==> src/rtl/fsize_quantizer.sv <==
// fsize_quantizer: streaming float -> INT_SIZE-bit integer quantizer.
// q = sat(rne(x * 2^scale_shift)), 3-stage elastic pipeline with
// valid/ready on both sides and one beat per cycle throughput.
// Optional feature macro: SPARQ_QUANT_SATCNT_EN builds the saturation
// event counter; without it sat_count is tied to zero.

package SPARQ_PKG;
    parameter int FLOAT_SIZE = 16;
    parameter int EXP_SIZE   = 5;
    parameter int MANT_SIZE  = 10;
    parameter int BIAS       = 15;
    parameter int INT_SIZE   = 4;
endpackage

module fsize_quantizer
    import SPARQ_PKG::*;
#(
    parameter int SAT_CNT_W = 16
) (
    input  logic                  aclk,
    input  logic                  areset,
    input  logic                  s_axis_a_tvalid,
    output logic                  s_axis_a_tready,
    input  logic [FLOAT_SIZE-1:0] s_axis_a_tdata,
    input  logic signed [5:0]     scale_shift,
    output logic                  m_axis_result_tvalid,
    input  logic                  m_axis_result_tready,
    output logic [INT_SIZE-1:0]   m_axis_result_tdata,
    output logic [SAT_CNT_W-1:0]  sat_count
);
    localparam int STAGES = 3;
    localparam int FRAC_W = MANT_SIZE + 1;
    localparam int MAG_W  = FRAC_W + INT_SIZE;   // widest left-shifted magnitude
    localparam int LOW_W  = MANT_SIZE + 2;       // shifted-out room for G, Rb, sticky
    localparam int EXT_W  = FRAC_W + LOW_W;
    localparam int SH_W   = 8;                   // covers e - MANT_SIZE + scale_shift
    localparam logic [INT_SIZE-1:0] Q_MAX = {1'b0, {(INT_SIZE-1){1'b1}}};
    localparam logic [INT_SIZE-1:0] Q_MIN = {1'b1, {(INT_SIZE-1){1'b0}}};
    localparam logic [MAG_W-1:0] MAG_POS = MAG_W'(2**(INT_SIZE-1) - 1);
    localparam logic [MAG_W-1:0] MAG_NEG = MAG_W'(2**(INT_SIZE-1));

    logic [STAGES:1] vld_pipe;
    logic            load1, load2, load3;

    // stage 1 decode
    logic                 d_sign;
    logic [EXP_SIZE-1:0]  d_exp;
    logic [MANT_SIZE-1:0] d_mant;
    logic [SH_W-1:0]      d_e, d_shift;

    logic                 s1_sign, s1_nan, s1_inf;
    logic [FRAC_W-1:0]    s1_frac;
    logic [SH_W-1:0]      s1_shift;

    // stage 2 shift
    logic                 ovf_d, g_d, rb_d, st_d;
    logic [MAG_W-1:0]     mag_d;
    logic [SH_W-1:0]      rsh;
    logic [EXT_W-1:0]     ext;

    logic                 s2_sign, s2_ovf, s2_g, s2_rb, s2_st;
    logic [MAG_W-1:0]     s2_mag;

    // stage 3 round / saturate
    logic [MAG_W-1:0]     rnd;
    logic [INT_SIZE-1:0]  q_d, q;

    // A stage loads when empty or when its downstream stage moves on.
    always_comb begin
        load3 = !vld_pipe[3] || m_axis_result_tready;
        load2 = !vld_pipe[2] || load3;
        load1 = !vld_pipe[1] || load2;
    end

    assign s_axis_a_tready      = load1 && !areset;
    assign m_axis_result_tvalid = vld_pipe[3];
    assign m_axis_result_tdata  = q;

    // Stage valid bits; reset drops every in-flight beat at once.
    always_ff @(posedge aclk or posedge areset) begin
        if (areset) begin
            vld_pipe <= '0;
        end else begin
            if (load1) vld_pipe[1] <= s_axis_a_tvalid;
            if (load2) vld_pipe[2] <= vld_pipe[1];
            if (load3) vld_pipe[3] <= vld_pipe[2];
        end
    end

    assign d_sign = s_axis_a_tdata[FLOAT_SIZE-1];
    assign d_exp  = s_axis_a_tdata[FLOAT_SIZE-2 -: EXP_SIZE];
    assign d_mant = s_axis_a_tdata[MANT_SIZE-1:0];

    // Unbiased exponent and total binary-point shift E (two's complement).
    always_comb begin
        d_e     = (d_exp == '0) ? SH_W'(1 - BIAS) : SH_W'(d_exp) - SH_W'(BIAS);
        d_shift = d_e - SH_W'(MANT_SIZE) + {{(SH_W-6){scale_shift[5]}}, scale_shift};
    end

    // Stage 1 register: sign, significand, shift and special-value class.
    always_ff @(posedge aclk) begin
        if (load1 && s_axis_a_tvalid) begin
            s1_sign  <= d_sign;
            s1_frac  <= {|d_exp, d_mant};
            s1_shift <= d_shift;
            s1_nan   <= (&d_exp) && (|d_mant);
            s1_inf   <= (&d_exp) && !(|d_mant);
        end
    end

    // Align the significand: left shift or overflow for E >= 0, right
    // shift with guard/round/sticky capture for E < 0.
    always_comb begin
        ovf_d = 1'b0;
        mag_d = '0;
        g_d   = 1'b0;
        rb_d  = 1'b0;
        st_d  = 1'b0;
        rsh   = '0;
        ext   = '0;
        if (!s1_nan && s1_frac != '0) begin
            if (s1_inf) begin
                ovf_d = 1'b1;
            end else if (!s1_shift[SH_W-1]) begin
                if (s1_shift >= SH_W'(INT_SIZE)) ovf_d = 1'b1;
                else                             mag_d = MAG_W'(s1_frac) << s1_shift;
            end else begin
                rsh = -s1_shift;
                // Shifts of MANT_SIZE+2 or more leave a value below 0.5.
                if (rsh < SH_W'(LOW_W)) begin
                    ext   = {s1_frac, {LOW_W{1'b0}}} >> rsh;
                    mag_d = MAG_W'(ext[EXT_W-1:LOW_W]);
                    g_d   = ext[LOW_W-1];
                    rb_d  = ext[LOW_W-2];
                    st_d  = |ext[LOW_W-3:0];
                end
            end
        end
    end

    // Stage 2 register: magnitude, rounding bits and overflow flag.
    always_ff @(posedge aclk) begin
        if (load2 && vld_pipe[1]) begin
            s2_sign <= s1_sign;
            s2_mag  <= mag_d;
            s2_g    <= g_d;
            s2_rb   <= rb_d;
            s2_st   <= st_d;
            s2_ovf  <= ovf_d;
        end
    end

    // Round half to even on the magnitude, then apply sign and clamp.
    always_comb begin
        rnd = s2_mag + MAG_W'(s2_g && (s2_rb || s2_st || s2_mag[0]));
        q_d = '0;
        if (s2_ovf)       q_d = s2_sign ? Q_MIN : Q_MAX;
        else if (!s2_sign) q_d = (rnd > MAG_POS) ? Q_MAX : rnd[INT_SIZE-1:0];
        else               q_d = (rnd > MAG_NEG) ? Q_MIN : -rnd[INT_SIZE-1:0];
    end

    // Output register; holds while the downstream stalls.
    always_ff @(posedge aclk or posedge areset) begin
        if (areset)                  q <= '0;
        else if (load3 && vld_pipe[2]) q <= q_d;
    end

`ifdef SPARQ_QUANT_SATCNT_EN
    logic                 sat_d, s3_sat;
    logic [SAT_CNT_W-1:0] sat_cnt;

    // Clamped beats count; -2^(INT_SIZE-1) exactly is representable.
    always_comb begin
        sat_d = s2_ovf || (rnd > (s2_sign ? MAG_NEG : MAG_POS));
    end

    // Saturation flag travels with the beat in the output stage.
    always_ff @(posedge aclk or posedge areset) begin
        if (areset)                  s3_sat <= 1'b0;
        else if (load3 && vld_pipe[2]) s3_sat <= sat_d;
    end

    // Count on the output handshake, sticking at all-ones.
    always_ff @(posedge aclk or posedge areset) begin
        if (areset)
            sat_cnt <= '0;
        else if (vld_pipe[3] && m_axis_result_tready && s3_sat && !(&sat_cnt))
            sat_cnt <= sat_cnt + SAT_CNT_W'(1);
    end

    assign sat_count = sat_cnt;
`else
    assign sat_count = '0;
`endif

endmodule

==> config.mk <==
export PLATFORM = sky130hd
export DESIGN_NAME = fsize_quantizer
export DESIGN_NICKNAME = d
export VERILOG_FILES = /design/src/rtl/fsize_quantizer.sv
export SDC_FILE = /design/constraint.sdc
export NUM_CORES = 1
export LEC_CHECK = 0
export BUFFER_PORTS_ARGS = -buffer_cell sky130_fd_sc_hd__clkbuf_2
export CAP_MARGIN = 20
export CELL_PAD_IN_SITES_DETAIL_PLACEMENT = 1
export CELL_PAD_IN_SITES_GLOBAL_PLACEMENT = 1
export CORE_ASPECT_RATIO = 1.5
export CORE_MARGIN = 2
export CORE_UTILIZATION = 36
export CTS_BUF_LIST = sky130_fd_sc_hd__clkbuf_8
export DETAILED_ROUTE_END_ITERATION = 10
export PLACE_DENSITY_LB_ADDON = 0.12
export RECOVER_POWER = 50
export SLEW_MARGIN = 30
export SYNTH_ARGS = -nofsm -noshare
export SYNTH_HDL_FRONTEND = slang
export SYNTH_SLANG_ARGS = --single-unit
==> constraint.sdc <==
create_clock -name aclk -period 5.75 [get_ports aclk]
set_clock_uncertainty 0.15 [all_clocks]
set_input_delay 0.2875 -clock aclk [delete_from_list [all_inputs] [get_ports aclk]]
set_output_delay 0.2875 -clock aclk [all_outputs]
set_load 0.1 [all_outputs]
; ---- Word level (Yosys, flattened, before mapping)
; Cells that the tools add are included.
; W data, S select, Z words.
[word_totals]
ff_bits = 49
inputBits = 26
out_inout_bits = 22
word_cells = 69
[classes]
n_addsub = 6
order_cmp = 4
n_shift = 2
muxes = 12
bitwise = 3
reduce_logical = 27
[ops]
columns = op, n
row1 = $mux W15, 2
row2 = $shr A23 B8 Y23, 1
row3 = $mux W4, 5
row4 = $reduce_or A10 Y1, 2
row5 = $add A15 B1 Y15, 1
row6 = $gt A15 B3 Y1 const B, 1
row7 = $gt A15 B4 Y1 const B, 1
row8 = $shl A11 B8 Y15, 1
row9 = $mux W11, 1
row10 = $reduce_bool A11 Y1, 1
row11 = $add A8 B8 Y8, 1
row12 = $ge A8 B3 Y1 const B, 1
row13 = $logic_and A1 B1 Y1, 8
row14 = $lt A8 B4 Y1 const B, 1
row15 = $mux W8, 1
row16 = $neg A8 Y8, 1
row17 = $sub A8 B4 Y8 const B, 1
row18 = $logic_not A1 Y1, 6
row19 = $sub A5 B4 Y6 const B, 1
row20 = $logic_not A5 Y1, 1
row21 = $logic_or A1 B1 Y1, 5
row22 = $reduce_and A5 Y1, 1
row23 = $reduce_or A5 Y1, 1
row24 = $neg A4 Y4, 1
row25 = 4 further kinds, 8

; ---- Depth between registers and ports, before layout
; Gate-level depths: netlist of run 1.
[logic_depth]
word_depth = 8
mapped_depth = 14
depth_no_buf = 14

; ---- Worst setup path before layout of run 1
; OpenSTA, ideal clock, no wires.
[synth_path]
path_kind = flip-flop to output port
from = register vld_pipe[3] (netlist name)
to = output s_axis_a_tready
arrival_ps = 2593
required_time_ps = 5313
slack_ps = 2719
stages_incl_launch_ff = 3
n_path_buf = 0
cell_sequence = dfrtp_1 > nor2b_1 > a31oi_1
[synth_between]
elab_chain_len = 5
[synth_rtl]
columns = item, line_no
row1 = from (decl), 42  ; logic [STAGES:1] vld_pipe;
row2 = $logic_not A1 Y1, 70  ; load3 = !vld_pipe[3] || m_axis_result_tready;
row3 = $logic_or A1 B1 Y1, 70
row4 = $logic_or A1 B1 Y1, 71  ; load2 = !vld_pipe[2] || load3;
row5 = $logic_or A1 B1 Y1, 72  ; load1 = !vld_pipe[1] || load2;
row6 = $logic_and A1 B1 Y1, 75  ; assign s_axis_a_tready = load1 && !areset;
row7 = to (decl), 23  ; output logic s_axis_a_tready,
; Every way passes these cells.

; ---- Worst setup path in the final report of run 1
[layout_path]
from = register s1_shift[0]
to = register s2_st, data pin
[layout_between]
elab_chain_len = 4
word_cells_on_any_way = 6
classes_between = add/sub: 1 / order compare: 1 / shift: 1 / bitwise: 1 / reduce/logical: 2
[layout_rtl]
columns = item, line_no
row1 = from (decl), 53  ; logic [SH_W-1:0] s1_shift;
row2 = from (signal assigned), 105  ; s1_shift <= d_shift;
row3 = $neg A8 Y8 (*), 128  ; rsh = -s1_shift;
row4 = $lt A8 B4 Y1, 130  ; if (rsh < SH_W'(LOW_W)) begin
row5 = $not A1 Y1 (no source line), n/a
row6 = $reduce_or A4 Y1 (no source line), n/a
row7 = to (signal assigned), 148  ; s2_st <= st_d;
row8 = to (decl), 61  ; logic s2_sign, s2_ovf, s2_g, s2_rb, s2_st;
; Every way passes the cells marked *; elsewhere a longest branch is shown, timed or not.
; A chain may end at the register's enable or synchronous reset.

==> results of run 1 <==
-- synth_stat cells, drive strengths merged, types with 4 or more instances --
cell type / n / area, µm²
inv: 29 / 109
a21oi: 25 / 125
nand2: 39 / 146
and3: 6 / 37.5
nor2: 31 / 116
nor2b: 5 / 31.3
o21ai: 18 / 93.8
nand3: 10 / 50.1
edfxtp: 42 / 1260
mux2: 9 / 101
a31oi: 7 / 43.8
xor2: 6 / 52.6
ha: 19 / 238
nor4: 5 / 31.3
and2: 6 / 37.5
a22oi: 4 / 43.8
clkbuf: 8 / 31.3
buf: 32 / 233
nor3: 11 / 65.1
o22ai: 11 / 68.8
mux2i: 18 / 180
a211oi: 7 / 57.6
dfrtp: 7 / 175
xnor2: 8 / 70.1
nand4: 6 / 52.6
nand2b: 8 / 50.1
or3: 4 / 25.0
-- path summary, 6_finish.rpt --
kind,from,endpoint,slack (ps),cells after the start
setup reg to reg,s1_shift[0],s2_st,1920,9
setup / recovery,s1_shift[0],s2_st,1920,9
max in group asynchronous,areset,m_axis_result_tdata[0],4960,3
hold reg to reg,s1_sign,s2_sign,300,0
min in group asynchronous,areset,vld_pipe[1],280,3
hold / removal,s_axis_a_tdata[3],s1_frac[3],10,1
-- cell usage in the layout (no fill, tap or decap), types with 7 or more instances in the layout --
cell / netlist / routed
clkbuf_1: 7 / 16
mux2i_1: 18 / 18
dlygate4sd3_1: 0 / 10
nor2_1: 31 / 31
a21oi_1: 25 / 25
clkbuf_2: 1 / 15
dfrtp_1: 7 / 7
o21ai_0: 16 / 16
a31oi_1: 7 / 7
ha_1: 19 / 19
nand2_1: 39 / 39
mux2_2: 9 / 9
conb_1: 1 / 17
edfxtp_1: 42 / 42
inv_1: 28 / 28
nand3_1: 10 / 10
nand2b_1: 8 / 8
nor3_1: 9 / 9
o22ai_1: 11 / 11
xnor2_1: 8 / 8
-- registers in the layout, indices dropped and copies added, names as in the netlist, 3 cells and up --
signal and flops:
s2_mag 15, s1_frac 11, vld_pipe 3, m_axis_result_tdata 4, s1_shift 8
-- power groups by stage --
stage               logic [mW]  registers (mW)  clock network, mW
floorplan                0.383           0.511                  0
global placement         0.510           0.490                  0
detailed placement       0.515           0.492                  0
CTS                      0.521           0.484              0.261
global route             0.562           0.491              0.274
finish                   0.520           0.485              0.258
-- metrics by stage --
| stage | cells | hold WS (ps) | setup WS, ps | power, mW |
|---|---|---|---|---|
| floorplan | 453 | -59.1 | 2720 | 0.894 |
| global placement | 596 | 74.3 | 2050 | 1.00 |
| detailed placement | 596 | 85.7 | 1950 | 1.01 |
| CTS | 612 | 0.471 | 1960 | 1.27 |
| global route | 614 | 32.2 | 1650 | 1.33 |
| finish | 614 | 12.5 | 1920 | 1.26 |
-- critical path: cells and delay by family, from the launching register on --
family / cells / cell delay, ps
buffers and inverters: 2 / 810
AND/OR/NAND/NOR: 2 / 320
multiplexers: 3 / 910
AO/OA/AOI/OAI: 1 / 100
flip-flops: 1 / 330
adder cells (fa/ha/maj): 1 / 930
-- layout make-up --
type                       instances  area share (%)
tap                              147            4.15
inverter                          30            2.54
multi-input combinational        334            52.1
clock buffer                       5            1.55
timing repair buffer              46            6.16
sequential                        49            32.4
clock inverter                     3            1.02
-- logic make-up after synthesis --
family,Yosys count
multiplexers,29
AND/OR/NAND/NOR,144
adder cells (fa/ha/maj),20
AO/OA/AOI/OAI,110
other,1
flip-flops,49
XOR/XNOR,14
buffers and inverters,70
-- per-layer routing --
| metal | GRT usage, % | part of all wire, % | up-vias |
|---|---|---|---|
| li1 | - | - | 1640 |
| met1 | 17.6 | 36 | 1644 |
| met2 | 38.3 | 58 | 61 |
| met3 | 1.97 | 2.1 | 24 |
| met4 | 8.89 | 4.0 | 0 |
| met5 | 0 | 0 | - |
==> summary.txt, run 1 <==
Run status
  – Status: finished with violations
  – Failing checks: capacitance limit

Clock network
  – # Post-CTS Setup Buffers: 0
  – Hold_buf cts: 8
  – Clk slew on worst S/H paths: 110 ps
  – Cts repair resizes: 0
  – Worst skew pair latency: ~330 ps
  – H-tree depth: 2
  – Clock buffer count from CTS: 5
  – Max clock buf depth: 2
  – Clk root buf: clkbuf_8
  – # clock sinks: 49
  – CTS tree: done

Pwr
  – Clock share of power: about a fifth
  – Leak: 1.71 nW
  – Power Density: around 290 nW/µm²
  – Sequential share of power: between 30% and 40%
  – Switching share of power: a little over two fifths
  – Internal power: 730 µW
  – Logic pwr share: about 41%
  – Worst ir drop on vdd: 126 µV
  – Sw Pwr: roughly 530 µW

Timing
  – RSZ-0062 raised after global routing: false
  – Final setup viols: 0
  – Slew HR: less than 1%
  – Pins over their slew limit: 0
  – Measured slew at the worst slew-check pin: between 1000 and 1500 ps
  – Final hold vios: 0
  – Tcrit/Tclk final: around two thirds
  – Setup TNS: 0 ps
  – Fmax: about 260 MHz
  – Final critical-path required period: between 3000 and 4000 ps

Routing
  – First drt pass iteration count: 4
  – DRC viols: 0
  – Initial DRC count: approximately 140
  – Routed WL: about 11 mm
  – Via count: approximately 3400
  – Vias per cell: between 5 and 6
  – ANT nets after route: 0
  – Routed length per instance: 18.3 µm

Global routing
  – Overflow after GRT: 0
  – Antenna violations before repair: 0
  – GRT Util Overall: 18.5%
  – Global-route wire length before repair: 17.6 mm
  – Largest net degree at the start of global routing: 47
  – Vias in the first global route: 3569

Floorplanning
  – DIE AREA: approximately 12000 µm²
  – I/O pins: 48
  – Initial Util: a little under two fifths
  – Placement Rows: 47
  – Die width: approximately 91 µm
  – Die height: around 130 µm
  – Core ar.: 11000 µm²

Yosys
  – Cell count after synthesis: around 440
  – Post-synth EDFFs: between 40 and 50
  – Mapped Area: 4060 µm²
  – Yosys cell types: between 70 and 80
  – Synth async-reset ratio: between 10% and 20%
  – Post-synth top flop: edfxtp_1
  – Post-synthesis simple-gate area fraction: roughly a fifth
  – Yosys warnings: 0
  – Mux cell area share after synthesis: under 10%
  – Sequential area share after synthesis: ~35%
  – Adder-Cell Fraction of Synth Area: around 6.3%
  – Largest family of logic cells by synthesized area: compound AO/OA/AOI/OAI gates
  – Compound-Gate Fraction of Synth Area: between 10% and 20%
  – Number of synthesized register bits: 49
  – XOR/XNOR share of the synthesized area: under 10%
  – Syn_area_per_cell: between 9 and 10 µm²

Cells and area
  – Post-route cell area: between 4000 and 5000 µm²
  – Multi-input logic area: 2310 µm²
  – Inserted Diodes: 0
  – Nets: around 510
  – Final core occ: about two fifths
  – Seq. cell area: between 1000 and 1500 µm²
  – Fillers: 1308
  – Share of layout cells above drive strength 1: between 10% and 20%
  – Area Overhead vs Synth: 9.03%

Critical path
  – Crit-path cells: buf_4, clkinv_1, ha_1, mux2_2, mux2i_1, mux2_2, nand2_1, nor4b_1, o22ai_1
  – Critical Path Source Type: register
  – CP peak stage delay: approximately 930 ps
  – Worst Path Class, Setup: register to register
  – Crit path capture type: register
  – Worst endpoint required time: ~5700 ps
  – Critical path's slowest cell: ha_1
  – Cell mode on critical path: mux2_2
  – Worst EP arrival: between 3000 and 4000 ps
  – Crit Path Max Fanout: 46

Place
  – Port buffer count: 31
  – Routability cong.: around 0.93
  – Hpwl dp: between 8 and 9 mm
  – Placed inst area: about 4200 µm²

Run
  – Max-cap violations: 1

Min path
  – Hold Crit Class: primary input to register
(Power assumes the default switching activity.)
==> run 2: changes to the inputs <==
clock period = 3.8 ns   (was 5.75 ns; I/O delays follow)
==> run 2 against run 1 <==
Compared with the run above: the flow now finishes without violations; final area increased by 0.79%; die area unchanged; sequential cell count unchanged; non-clock buffer count increased by 6; sequential power is 51% higher; utilization is 0.32 points higher; sequential share of layout area is 0.25 points lower; largest cell class unchanged; highest routed layer unchanged.
==> summary.txt, run 2 (same netlist as run 1, synthesis figures left out) <==
Critical path
  – Delay-heaviest family, CP: compound AO/OA/AOI/OAI gates
  – Reg-to-reg startpoint: s1_shift[0]
  – Crit Path Max Fanout: 12 (-74%)
  – Crit path from: s1_shift[0]
  – Crit path capture type: register
  – Worst path depth: 10 (+1)
  – Crit-path cells: clkinv_1, buf_4, ha_1, buf_4, nand3_1, a21oi_1, a2bb2oi_1, o21ai_0, a2111o_1, o22ai_1
  – Worst Path Class, Setup: register to register
  – Cell mode on critical path: buf_4
  – CP Buf/Inv Count: 3 (+1)
  – Worst EP arrival: 2960 ps (-790 ps)
  – Critical path's slowest cell: ha_1
  – CP peak stage delay: 560 ps (-370 ps)
  – Worst Reg2Reg Path Length in Cells: 10 (+1)
  – Worst endpoint required time: 3810 ps (-1860 ps)
  – Critical Path Source Type: register

Routing
  – DRC viols: 0 (unchanged)
  – Via count: 3360 (-0.27%)
  – Initial DRC count: 143 (+1.4%)
  – Routed length per instance: 17.8 µm (-2.9%)
  – ANT nets after route: 0 (unchanged)
  – First drt pass iteration count: 4 (unchanged)
  – Routed WL: 11.0 mm (-1.9%)
  – Vias per cell: 5.42 (-1.2%)

Pwr
  – Clock share of power: 17.5% (-2.9 points)
  – Logic pwr share: 42.8% (+1.6 points)
  – Sequential share of power: 39.6% (+1.2 points)
  – Sw Pwr: 786 µW (+47%)
  – Power Total: 1.85 mW (+46%)
  – Internal power: 1.06 mW (+45%)
  – Switching share of power: 42.5% (+0.34 points)
  – Worst ir drop on vdd: 183 µV (+46%)
  – Power Density: 414 nW/µm² (+45%)
  – Leak: 1.73 nW (+1.1%)

Timing
  – Final setup viols: 0 (unchanged)
  – Final hold vios: 0 (unchanged)
  – Setup TNS: 0 ps (unchanged)
  – Slew HR: 2.34% (+2.1 points)
  – Final critical-path required period: 2950 ps (-877 ps)
  – Fmax: 339 MHz (+30%)
  – RSZ-0062 raised after global routing: false
  – Measured slew at the worst slew-check pin: 1460 ps (-31.3 ps)
  – Final worst slack: 848 ps (-1070 ps)
  – Tcrit/Tclk final: 77.7% (+11 points)
  – Pins over their slew limit: 0 (unchanged)

Cells and area
  – Share of layout cells above drive strength 1: 11.2% (+0.50 points)
  – Post-route cell area: 4460 µm² (+0.79%)
  – Most frequent cells in the layout: 42 x edfxtp_1, 39 x nand2_1, 31 x nor2_1, 28 x inv_1, 25 x a21oi_1
  – Commonest non-fill, non-tap cell in the layout: edfxtp_1
  – Multi-input logic area: 2310 µm² (unchanged)
  – Area Overhead vs Synth: 9.89%
  – Inserted Diodes: 0 (unchanged)
  – Fillers: 1324 (+1.2%)
  – Seq. cell area: 1440 µm² (unchanged)
  – Top reg by flops: s2_mag
  – Nets: 518 (+1.2%)
  – Largest register FFs: 15 (unchanged)
  – Biggest regs: s2_mag: 15 flops, s1_frac: 11 flops, s1_shift: 8 flops

Min path
  – Worst Hold Depth: 4 (+3)
  – Hold Startpoint: m_axis_result_tready
  – Hold Crit Class: primary input to register

Floorplanning
  – Initial Util: 36.9% (unchanged)
  – Die height: 134 µm (unchanged)
  – Die width: 90.7 µm (unchanged)
  – DIE AREA: 12200 µm² (unchanged)
  – I/O pins: 48 (unchanged)
  – Placement Rows: 47 (unchanged)
  – Core ar.: 11000 µm² (unchanged)

Clock network
  – CTS tree: done
  – Max clock buf depth: 2 (unchanged)
  – Clk root buf: clkbuf_8
  – Clock buffer count from CTS: 5 (unchanged)
  – Clk slew on worst S/H paths: 100 ps (about the same)
  – # clock sinks: 49 (unchanged)
  – Worst skew pair latency: 320 ps (about the same)
  – # Post-CTS Setup Buffers: 0 (unchanged)
  – H-tree depth: 2 (unchanged)

Global routing
  – Antenna violations before repair: 0 (unchanged)
  – GRT Util Overall: 18.9% (+0.36 points)
  – Largest net degree at the start of global routing: 46 (-2.1%)
  – Global-route wire length before repair: 18.0 mm (+2.3%)
  – Vias in the first global route: 3574 (+0.14%)
  – Overflow after GRT: 0 (unchanged)

Place
  – DP Worst Slack: 716 ps (-1240 ps)
  – Placed inst area: 4260 µm² (+0.53%)
  – Routability cong.: 0.875 (-6.2%)
  – Port buffer count: 31 (unchanged)
  – Hpwl dp: 8.77 mm (-2.2%)

Run status
  – Status: complete, no violations

Run
  – Max-cap violations: 0 (-1)
-- run 2: worst paths after layout --
kind	end	slack (ps)
setup / recovery	s2_st	850
hold / removal	vld_pipe[2]	40
setup reg to reg	s2_st	850
hold reg to reg	s2_sign	290
max in group asynchronous	m_axis_result_tdata[0]	3110
min in group asynchronous	m_axis_result_tdata[3]	180
-- run 2: metrics by stage --
stage          hold slack, ps  util [%]  std cells
2_1_floorplan            -157         -        453
3_3_place_gp            -20.7      38.7        599
3_5_place_dp            -22.1      38.7        599
6_report                 44.4      40.6        620
4_1_cts                  33.2      40.8        620
5_1_grt                  46.2      40.6        620
-- run 2: layout make-up --
class	instances	area share, %
Sequential cell	49	32.2
Tap cell	147	4.12
Inverter	30	2.52
Multi-Input combinational cell	334	51.7
Timing Repair Buffer	52	7.29
Clock buffer	6	1.85
Clock inverter	2	0.308
-- run 2: repair_timing --
item                                   in CTS  in global routing
hold buffers                               13                  0
gates resized for setup                     0                  0
setup endpoints to repair                   0                  0
endpoints found under the hold margin      19                  0
-- run 2: metal layers --
layer | share of wire [%] | track usage, % | up-vias
li1 | - | - | 1646
met1 | 36 | 18.1 | 1616
met2 | 57 | 38.0 | 71
met3 | 2.2 | 2.70 | 27
met4 | 5.1 | 10.0 | 0
met5 | 0 | 0 | -
-- run 2: worst register-to-register path, delay by kind of cell, from the launching register on --
| kind | cells | cell delay (ps) |
|---|---|---|
| AOI/OAI and AO/OA | 5 | 1060 |
| adders and majority gates | 1 | 560 |
| DFF | 1 | 370 |
| buffers and inverters | 3 | 500 |
| and+or+nand+nor | 1 | 160 |
-- run 2: power groups by stage --
stage	Clock, mW	Combinational [mW]	Sequential (mW)
after CTS	0.336	0.797	0.730
after global placement	0	0.777	0.741
after floorplan	0	0.579	0.774
after global routing	0.353	0.863	0.742
after detailed placement	0	0.784	0.743
final	0.324	0.792	0.732
==> run 3: changes to the inputs <==
clock period = 2.4 ns   (was 3.8 ns; I/O delays follow)
==> run 3 against run 2 <==
Compared with the run above: the flow now finishes with violations (setup timing); clock power rose by 93%; sequential power rose by 54%; critical path type unchanged; largest cell class unchanged; hold slack got worse by 23 ps; largest power group unchanged; critical path depth fell by 1; fmax rose by 14%; final area rose by 25%; global-route usage rose by 1.4 points; non-clock buffer count rose by 82; final cell count rose by 13%; worst setup slack got worse by 1000 ps; combinational power rose by 140%.
==> summary.txt, run 3 (same netlist as run 1, synthesis figures left out) <==
Timing
  – Fmax: 385 MHz (+14%)
  – Final critical-path required period: 2600 ps (-352 ps)
  – Final hold vios: 0 (unchanged)
  – Slew HR: 22.5% (+20 points)
  – Measured slew at the worst slew-check pin: 1170 ps (-297 ps)
  – Setup TNS: -635 ps (-635 ps)
  – Pins over their slew limit: 0 (unchanged)
  – Tcrit/Tclk final: 108% (+31 points)
  – RSZ-0062 raised after global routing: true
  – Final setup viols: 8 (+8)
  – Final worst slack: -200 ps (-1050 ps)

Clock network
  – # clock sinks: 49 (unchanged)
  – Max clock buf depth: 2 (unchanged)
  – Clk root buf: clkbuf_8
  – CTS tree: done
  – H-tree depth: 2 (unchanged)
  – Clk slew on worst S/H paths: 100 ps (about the same)
  – Clock buffer count from CTS: 5 (unchanged)
  – Worst skew pair latency: 320 ps (about the same)

Critical path
  – Delay-heaviest family, CP: multiplexers
  – Crit-path cells: clkinv_8, ha_4, buf_6, mux2_4, mux2i_4, mux2_4, nand2_4, nor4b_4, o22ai_1
  – Worst Reg2Reg Path Length in Cells: 9 (-1)
  – CP Buf/Inv Count: 2 (-1)
  – Critical Path Source Type: register
  – Cell mode on critical path: mux2_4
  – Flop-to-flop setup slack: -200 ps (-1050 ps)
  – Worst reg2reg path endpoint: s2_st
  – Worst Path Class, Setup: register to register
  – Crit path capture type: register
  – Worst path depth: 9 (-1)
  – CP peak stage delay: 490 ps (-70 ps)
  – Crit path to: s2_st
  – Critical path's slowest cell: edfxtp_1
  – Reg-to-reg startpoint: s1_shift[0]
  – Crit path from: s1_shift[0]
  – Worst EP arrival: 2520 ps (-440 ps)
  – Crit Path Max Fanout: 8 (-4)
  – Worst endpoint required time: 2320 ps (-1490 ps)

Routing
  – Initial DRC count: 128 (-10%)
  – First drt pass iteration count: 6 (+2)
  – Routed WL: 12.4 mm (+12%)
  – DRC viols: 0 (unchanged)
  – Via count: 3710 (+10%)
  – Routed length per instance: 17.6 µm (-0.87%)
  – ANT nets after route: 0 (unchanged)
  – Vias per cell: 5.28 (-2.5%)

Place
  – Routability cong.: 0.845 (-3.4%)
  – Port buffer count: 31 (unchanged)
  – Placed inst area: 4800 µm² (+13%)
  – Hpwl dp: 9.54 mm (+8.8%)
  – Inst Count DP: 658 (+9.8%)

Cells and area
  – Seq. cell area: 1440 µm² (unchanged)
  – Finished Layout Cells: 702 (+13%)
  – Share of layout cells above drive strength 1: 35.1% (+24 points)
  – Biggest regs: s2_mag: 15 flops, s1_frac: 11 flops, s1_shift: 8 flops
  – Area Overhead vs Synth: 37.1%
  – Fillers: 1267 (-4.3%)
  – Most frequent cells in the layout: 73 x buf_4, 42 x edfxtp_1, 35 x nand2_1, 28 x nor2_1, 24 x inv_1
  – Commonest non-fill, non-tap cell in the layout: buf_4
  – Post-route cell area: 5570 µm² (+25%)
  – Nets: 600 (+16%)
  – Final core occ: 50.6% (+10 points)
  – Top reg by flops: s2_mag
  – Inserted Diodes: 0 (unchanged)
  – Largest register FFs: 15 (unchanged)
  – Multi-input logic area: 2650 µm² (+15%)

Pwr
  – Leak: 2.24 nW (+30%)
  – Logic pwr share: 51.6% (+8.8 points)
  – Switching share of power: 40.4% (-2.2 points)
  – Internal power: 2.16 mW (+100%)
  – Power Density: 650 nW/µm² (+57%)
  – Worst ir drop on vdd: 344 µV (+88%)
  – Power Total: 3.62 mW (+96%)
  – Sequential share of power: 31.1% (-8.5 points)
  – Sw Pwr: 1.46 mW (+86%)
  – Clock share of power: 17.2% (-0.3 points)

Floorplanning
  – Die height: 134 µm (unchanged)
  – DIE AREA: 12200 µm² (unchanged)
  – I/O pins: 48 (unchanged)
  – Core ar.: 11000 µm² (unchanged)
  – Initial Util: 36.9% (unchanged)
  – Die width: 90.7 µm (unchanged)
  – Placement Rows: 47 (unchanged)

Run status
  – Status: finished with violations
  – Failing checks: setup timing

Run
  – Max-cap violations: 0 (unchanged)

Global routing
  – Global-route wire length before repair: 19.4 mm (+7.8%)
  – Antenna violations before repair: 0 (unchanged)
  – Overflow after GRT: 0 (unchanged)
  – GRT Util Overall: 20.3% (+1.4 points)
  – Largest net degree at the start of global routing: 25 (-46%)
  – Vias in the first global route: 3902 (+9.2%)

Min path
  – Hold Crit Class: primary input to register
[run 3: cell types whose count changed in the layout (fill, tap and decap cells not counted), sizes merged]
cell,before,now
buf,8,86
dlygate4sd3,13,16
bufinv,0,1
clkinv,3,2
clkinvlp,0,1
[run 3: how the worst min path moves through the flow]
stage                       start                      to  slack (ps)  cells after the start
4_1_cts        s_axis_a_tdata[12]             s1_frac[10]          20                      3
3_5_place_dp               areset             vld_pipe[1]         -80                      2
3_3_place_gp               areset             vld_pipe[1]         -90                      2
5_1_grt        s_axis_a_tdata[12]             s1_frac[10]          40                      3
2_1_floorplan              areset  m_axis_result_tdata[0]        -230                      1
6_report       s_axis_a_tdata[12]             s1_frac[10]          20                      3
[run 3: tightest hold or removal path, stage by stage]
cell	delay [ps]
clkbuf_2	110
nor4b_4	50
inv_1	90
[run 3: repair_timing]
action | 4_1_cts | 5_1_grt
hold buffers | 16 | 0
gates resized for setup | 25 | 67
cloned | 0 | 1
endpoints found under the hold margin | 22 | 0
setup buffers | 10 | 9
pin swaps | 4 | 22
endpoints found under the setup margin | 15 | 21
[run 3: stage by stage]
step	hold WS, ps	setup slack, ps
2_1_floorplan	-227	-109
3_3_place_gp	-88.3	-219
3_5_place_dp	-80.7	-275
4_1_cts	23.4	-212
5_1_grt	40.2	-310
6_report	21.8	-200
[run 3: power by group through the flow]
stage | logic, mW | registers [mW] | clock network (mW)
2_1_floorplan | 0.956 | 1.23 | 0
3_3_place_gp | 1.51 | 1.14 | 0
3_5_place_dp | 1.54 | 1.14 | 0
4_1_cts | 1.68 | 1.13 | 0.643
5_1_grt | 2.00 | 1.14 | 0.676
6_report | 1.87 | 1.13 | 0.624
[run 3: area by class of cell]
type                    instances  share of cell area, %
flip-flops and latches         49                   25.8
inverters                      30                   2.32
clock buffers                   5                   1.24
multi-input cells             334                   47.5
clock inverters                 3                  0.899
repair buffers                134                   18.9
well taps                     147                   3.30
[run 3: metal layers]
layer	vias to the layer above	share of wire, %	track usage, %
li1	1809	-	-
met1	1811	36	19.9
met5	-	0	0
met4	0	3.5	8.55
met3	22	1.7	2.47
met2	68	59	41.6
